## config.mk

```make
export PLATFORM = sky130hd
export DESIGN_NAME = rsc_dec_iter_ctrl
export DESIGN_NICKNAME = d
export VERILOG_FILES = /design/src/rtl/rsc_dec_iter_ctrl.sv
export SDC_FILE = /design/constraint.sdc
export NUM_CORES = 1
export LEC_CHECK = 0
export CAP_MARGIN = 20
export CORE_ASPECT_RATIO = 2
export CORE_UTILIZATION = 58
export CTS_CLUSTER_SIZE = 40
export DETAILED_ROUTE_END_ITERATION = 12
export GPL_TIMING_DRIVEN = 1
export PLACE_DENSITY = 0.83
export SETUP_SLACK_MARGIN = 0.1
export SLEW_MARGIN = 10
export SYNTH_ARGS = -nofsm -noshare
export SYNTH_HDL_FRONTEND = slang
export SYNTH_SLANG_ARGS = --single-unit
```

## constraint.sdc

```tcl
create_clock -name iclk -period 5.64 [get_ports iclk]
set_input_delay 1.692 -clock iclk [delete_from_list [all_inputs] [get_ports iclk]]
set_output_delay 1.692 -clock iclk [all_outputs]
set_load 0.1 [all_outputs]
```

## src/rtl/rsc_dec_iter_ctrl.sv

```systemverilog
// Half-iteration scheduler for the duobinary RSC turbo decoder: CLEAR/RUN/FLUSH per half, natural then permuted.
// Optional early stop on istop when RSC_DEC_ITER_CTRL_EARLY_STOP_EN is defined.
module rsc_dec_iter_ctrl #(
  parameter int pW       = 13,
  parameter int pNITER_W = 5,
  parameter int pFLUSH   = 4
) (
  input  logic                iclk,
  input  logic                ireset,
  input  logic                iclkena,
  input  logic                istart,
  input  logic                iabort,
  input  logic [pW-1:0]       iN,
  input  logic [pNITER_W-1:0] iNiter,
  input  logic                istop,
  output logic                ordy,
  output logic                oclear,
  output logic                oenable,
  output logic                opmode,
  output logic [pNITER_W-1:0] oiter,
  output logic                ofirst,
  output logic                olast,
  output logic                odone
);

  typedef enum logic [2:0] {
    ST_IDLE,
    ST_CLEAR,
    ST_RUN,
    ST_FLUSH,
    ST_DONE
  } state_t;

  localparam logic [pW-1:0] CLEAR_LAST = pW'(1);
  localparam logic [pW-1:0] FLUSH_LAST = pW'(pFLUSH - 1);

  state_t                state;
  logic [pW-1:0]         cnt;
  logic [pW-1:0]         nm1;
  logic [pNITER_W-1:0]   nim1;
  logic                  stop_req;
  logic                  last_half;

`ifdef RSC_DEC_ITER_CTRL_EARLY_STOP_EN
  assign stop_req = istop;
`else
  logic unused_istop;
  assign unused_istop = istop;
  assign stop_req     = 1'b0;
`endif

  assign last_half = opmode & (oiter == nim1);

  always_ff @(posedge iclk or negedge ireset) begin
    if (!ireset) begin
      state   <= ST_IDLE;
      cnt     <= '0;
      nm1     <= '0;
      nim1    <= '0;
      ordy    <= 1'b1;
      oclear  <= 1'b0;
      oenable <= 1'b0;
      opmode  <= 1'b0;
      oiter   <= '0;
      ofirst  <= 1'b0;
      olast   <= 1'b0;
      odone   <= 1'b0;
    end else if (iclkena) begin
      if (iabort) begin
        state   <= ST_IDLE;
        cnt     <= '0;
        ordy    <= 1'b1;
        oclear  <= 1'b0;
        oenable <= 1'b0;
        opmode  <= 1'b0;
        oiter   <= '0;
        ofirst  <= 1'b0;
        olast   <= 1'b0;
        odone   <= 1'b0;
      end else begin
        case (state)
          ST_IDLE: begin
            if (istart) begin
              ordy <= 1'b0;
              cnt  <= '0;
              if (iN != '0) begin
                nm1    <= iN - pW'(1);
                nim1   <= (iNiter == '0) ? '0 : iNiter - pNITER_W'(1);
                state  <= ST_CLEAR;
                oclear <= 1'b1;
                opmode <= 1'b0;
                oiter  <= '0;
                ofirst <= 1'b1;
                olast  <= 1'b0;
              end else begin
                state <= ST_DONE;
                odone <= 1'b1;
              end
            end
          end
          ST_CLEAR: begin
            if (cnt == CLEAR_LAST) begin
              state   <= ST_RUN;
              cnt     <= '0;
              oclear  <= 1'b0;
              oenable <= 1'b1;
            end else begin
              cnt <= cnt + pW'(1);
            end
          end
          ST_RUN: begin
            if (cnt == nm1) begin
              state   <= ST_FLUSH;
              cnt     <= '0;
              oenable <= 1'b0;
            end else begin
              cnt <= cnt + pW'(1);
            end
          end
          ST_FLUSH: begin
            if (cnt == FLUSH_LAST) begin
              cnt <= '0;
              // Block ends only after a permuted half; oiter then reports completed iterations.
              if (opmode && (last_half || stop_req)) begin
                state  <= ST_DONE;
                odone  <= 1'b1;
                opmode <= 1'b0;
                oiter  <= oiter + pNITER_W'(1);
                ofirst <= 1'b0;
                olast  <= 1'b0;
              end else begin
                state  <= ST_CLEAR;
                oclear <= 1'b1;
                opmode <= ~opmode;
                olast  <= ~opmode & (oiter == nim1);
                if (opmode) begin
                  oiter  <= oiter + pNITER_W'(1);
                  ofirst <= 1'b0;
                end
              end
            end else begin
              cnt <= cnt + pW'(1);
            end
          end
          ST_DONE: begin
            state <= ST_IDLE;
            odone <= 1'b0;
            ordy  <= 1'b1;
            oiter <= '0;
          end
          default: begin
            state <= ST_IDLE;
            ordy  <= 1'b1;
          end
        endcase
      end
    end
  end

endmodule

```

Word level (Yosys, flattened, before mapping)
Index checks and enable logic that the tools add are counted.

storage, ports and cells
  bits in registers = 46
  bits of input ports = 24
  output and inout bits = 12
  logic and storage cells = 115

cells by class
  add/subtract/negate cells = 4
  equal/unequal tests = 18
  multiplexer cells = 57
  bitwise logic cells = 4
  reductions and logical operators = 20

operators with widths
  cell                                                  count
  two-way mux 13 bit                                    5
  case mux 13 bit (4 select lines)                      1
  two-way mux 5 bit                                     7
  two-way mux 1 bit                                     28
  != test 3 bit, second input constant                  8
  two-way mux 3 bit                                     7
  AND reduction 6 bit                                   3
  case mux 5 bit (3 select lines)                       1
  AND reduction 5 bit                                   3
  adder 13 x 1 -> 13 bit, second input constant         1
  equality test 13 x 1 -> 1 bit, second input constant  1
  equality test 13 bit                                  1
  equality test 13 x 2 -> 1 bit, second input constant  1
  nonzero test 13 bit                                   1
  subtractor 13 x 1 -> 13 bit, second input constant    1
  case mux 3 bit (4 select lines)                       1
  case mux 1 bit (2 select lines)                       5
  nonzero test 4 bit                                    2
  AND reduction 7 bit                                   1
  equality test 3 x 2 -> 1 bit, second input constant   2
  case mux 1 bit (3 select lines)                       2
  AND reduction 3 bit                                   2
  nonzero test 3 bit                                    2
  adder 5 x 1 -> 5 bit, second input constant           1
  14 further kinds                                      16

Longest topological paths before layout
  word-level depth = 7
  gate-level depth with buffers = 10
  gate-level depth less buffers = 8

Worst setup path before layout
No wires, ideal clock.

  path kind = input-to-reg
  start point = in iN[0]
  end point = reg opmode
  setup time = 0.126 ns
  data arrival time = 3.147 ns
  data required time = 5.514 ns
  path slack = 2.367 ns
  stages = 8
  path buffers = 1
  cell sequence = inv_1 -> ha_1 -> nor4b_1 -> and3_1 -> buf_2 -> or4_1 -> a21o_1 -> mux2_2

on the way
  cells in the longest elaborated chain, start to end = 3

ends and longest elaborated chain
  item                           line  RTL
  start, declared                13    input logic [pW-1:0] iN,
  nonzero test 13 bit            86    if (iN != '0) begin
  != test 3 bit (no line)        n/a
  AND reduction 5 bit (no line)  n/a
  end signal, assigned           134   opmode <= ~opmode;
  end, declared                  19    output logic opmode,

Every way passes these cells.
A chain may end at the register's enable or synchronous reset.

Worst setup path after layout
  start point = in iabort
  end point = reg opmode

on the way
  cells in the longest elaborated chain, start to end = 2
  elaborated cells between the ends (all ways) = 6
  those cells by class = 3 x eq/ne; 1 x mux; 2 x reduce/logical

ends and longest elaborated chain
  item                                                           line  RTL
  start, declared                                                12    input logic iabort,
  != test 3 bit (no line) or nonzero test 3 bit (tied branches)  n/a
  AND reduction 5 bit (no line)                                  n/a

Several ways; a longest one is shown, not always the timed one.

==> impl_metrics.ini <==
[outcome]
status = finished clean

[critical_path]
crit_type = primary input to register
r2r-end = cnt[7]
start_kind = primary input
critical_path_arrival_ns = 3.92
rrSetupSlack_ns = 3.07
timing.rr.start = cnt[0]
ff2ff_path_depth = 6
end_kind = register
cp.required_ns = 5.83
cp_max_fo = 12

[clock_network]
root_buffer = clkbuf_8
clock_path_buffers = 2
postCtsSetupBuffers = 0
cts_tree = done
insertion_delay_ns = 0.30
postCtsHoldBufs = 0
cts-resized-gates = 0
htree_levels = 2
cts_made_buffers = 5
cts.sinks = 46
clk_pin_slew_ns = 0.08

[floorplanning]
ioPinCount = 36
num_rows = 35
fp.coreArea_mm2 = 0.004598
dieArea_mm2 = 0.005124
die_h_um = 100.2
initial_core_util_pct = 60.87
die_w_um = 51.12

[yosys]
async_flop_share_pct = 100.0
syn_nets = 343
synth_common_cells = 45 x dfrtp_1, 42 x nand2_1, 34 x nor2_1
ys.flop_type = dfrtp_1
synthCells = 313
yosysMostFrequentCell = dfrtp_1
yosys_warnings = 0
synth.distinct_cells = 52
synth_seq_cells = 46
netlist_area_mm2 = 0.002799
ys_top_cells_by_area = dfrtp_1 40%, xor2_1 6.6%, nand2_1 5.6%
yosys.area.top_type = dfrtp_1
synth_top_area_share_pct = 40.23
syn_avg_cell_area_um2 = 8.942
ys_seq_area_share_pct = 41.17
synth_edf_count = 0

[sta]
fin_setup_tns_ns = 0
setup_ws_ns = 1.911
finalHoldViolCount = 0
fmax_ghz = 0.2681
rsz0062_at_grt = no
fin_crit_ns = 3.729
slew_headroom_pct = 35.28
setup_viol = 0
finClkSkew_ns = 0.003718
slew_viol_final = 0
fin_crit_sh_pct = 66.12
worst_pin_slew_ns = 0.9678

[cells_and_area]
design_area_mm2 = 0.003276
final_util_pct = 71.24
multi_input_area_mm2 = 0.001541
drive_gt1_share_pct = 7.267
fillCellCount = 374
seqCellArea_mm2 = 0.001152
num-nets-final = 374
area_growth_pct = 17.03
diodes = 0

[run]
cap_viol_max_count = 0

[placement]
gp_congestion = 0.9091
place_area_mm2 = 0.003143
portBuffers = 34
hpwl_um = 4862
post-place-ws_ns = 1.638

[drt]
first_pass_iters = 5
vias = 2427
vias_per_cell = 6.083
drtIter0Drc = 80
ant_nets = 0
drcViolationCount = 0
routedWlPerCell_um = 16.31
drt_wl_total_um = 6506

[global_routing]
grt_pass1_wl_um = 10850
grt_pass1_vias = 2427
grt_usage_pct = 28.49
antenna_found_initial = 0
grt_max_degree = 47
gr-total-overflow = 0

[worst_hold_path]
whs_endpoint = odone
hold_depth = 2
min_from = odone
worstHoldPathType = register to register

[power_and_ir_drop]
finalPower_mw = 1.292
peakVddDrop_mv = 0.3677
power_density_mw_per_mm2 = 394.4
leakage_nw = 1.440
[where the power goes]
group	total [mW]	switching, mW	leakage, nW	internal, mW
Combinational	0.526	0.339	0.781	0.187
Clock	0.252	0.111	0.0573	0.142
Sequential	0.514	0.0924	0.602	0.422
Total	1.29	0.542	1.44	0.750
[cells by family (layout without fill, tap and decap cells)]
| kind of cell | Yosys count | count (layout) | share of synthesized area [%] |
|---|---|---|---|
| xor+xnor | 39 | 39 | 12.20 |
| compound gates | 55 | 55 | 13.46 |
| flops | 46 | 46 | 41.17 |
| simple gates | 143 | 143 | 25.97 |
| fa+ha+maj | 6 | 6 | 2.682 |
| mux | 2 | 2 | 0.7599 |
| buf+inv | 22 | 53 | 3.755 |
[state kept, by name, summed over array words and instances, names as in the netlist]
register	cells
ofirst	1
nim1	5
nm1	13
oclear	1
cnt	13
odone	1
olast	1
opmode	1
oenable	1
ordy	1
oiter	5
state	3
[worst max-delay path: stages]
cell             delay (ns)
clkdlybuf4s50_1        0.61
or2_2                  0.43
o41ai_1                0.44
a21o_2                 0.22
a21o_1                 0.17
mux2_2                 0.34
[cells in the final DEF (no fill, tap or decap), types with 8 or more instances in the layout]
cell	n
dfrtp_1	45
nand2_1	42
nor2_1	34
clkdlybuf4s50_1	33
xor2_1	21
o21ai_0	20
xnor2_1	18
nand3_1	17
inv_1	10
nor3_1	9
nor4_1	8
o31ai_1	8
[layout make-up]
class | instances | area share [%]
multi-input cells | 245 | 47.06
flip-flops and latches | 46 | 35.18
repair buffers | 36 | 11.08
clock buffers | 6 | 2.521
well taps | 55 | 2.101
inverters | 10 | 1.146
clock inverters | 1 | 0.9167
[layer usage]
layer | vias to the layer above | GRT usage, % | routed length (um)
li1 | 1168 | - | -
met1 | 1154 | 28.73 | 2311
met2 | 76 | 52.33 | 3682
met3 | 29 | 4.242 | 209
met4 | 0 | 17.31 | 302
met5 | - | 0 | 0
[worst max path at each step]
stage	end	cells past startpoint	start	slack, ns
after CTS	opmode	6	iabort	1.94
after global placement	opmode	6	iabort	1.64
after detailed placement	opmode	6	iabort	1.64
final	opmode	6	iabort	1.91
after floorplan	opmode	8	iN[0]	2.37
after global routing	opmode	6	iabort	1.77
[stage by stage]
stage               hold slack [ns]  cells
finish                       0.4935    399
global route                 0.5225    399
CTS                          0.4942    398
detailed placement           0.4753    391
global placement             0.4609    391
floorplan                    0.4586    313
Note: power is estimated with default switching activity, not from simulation.
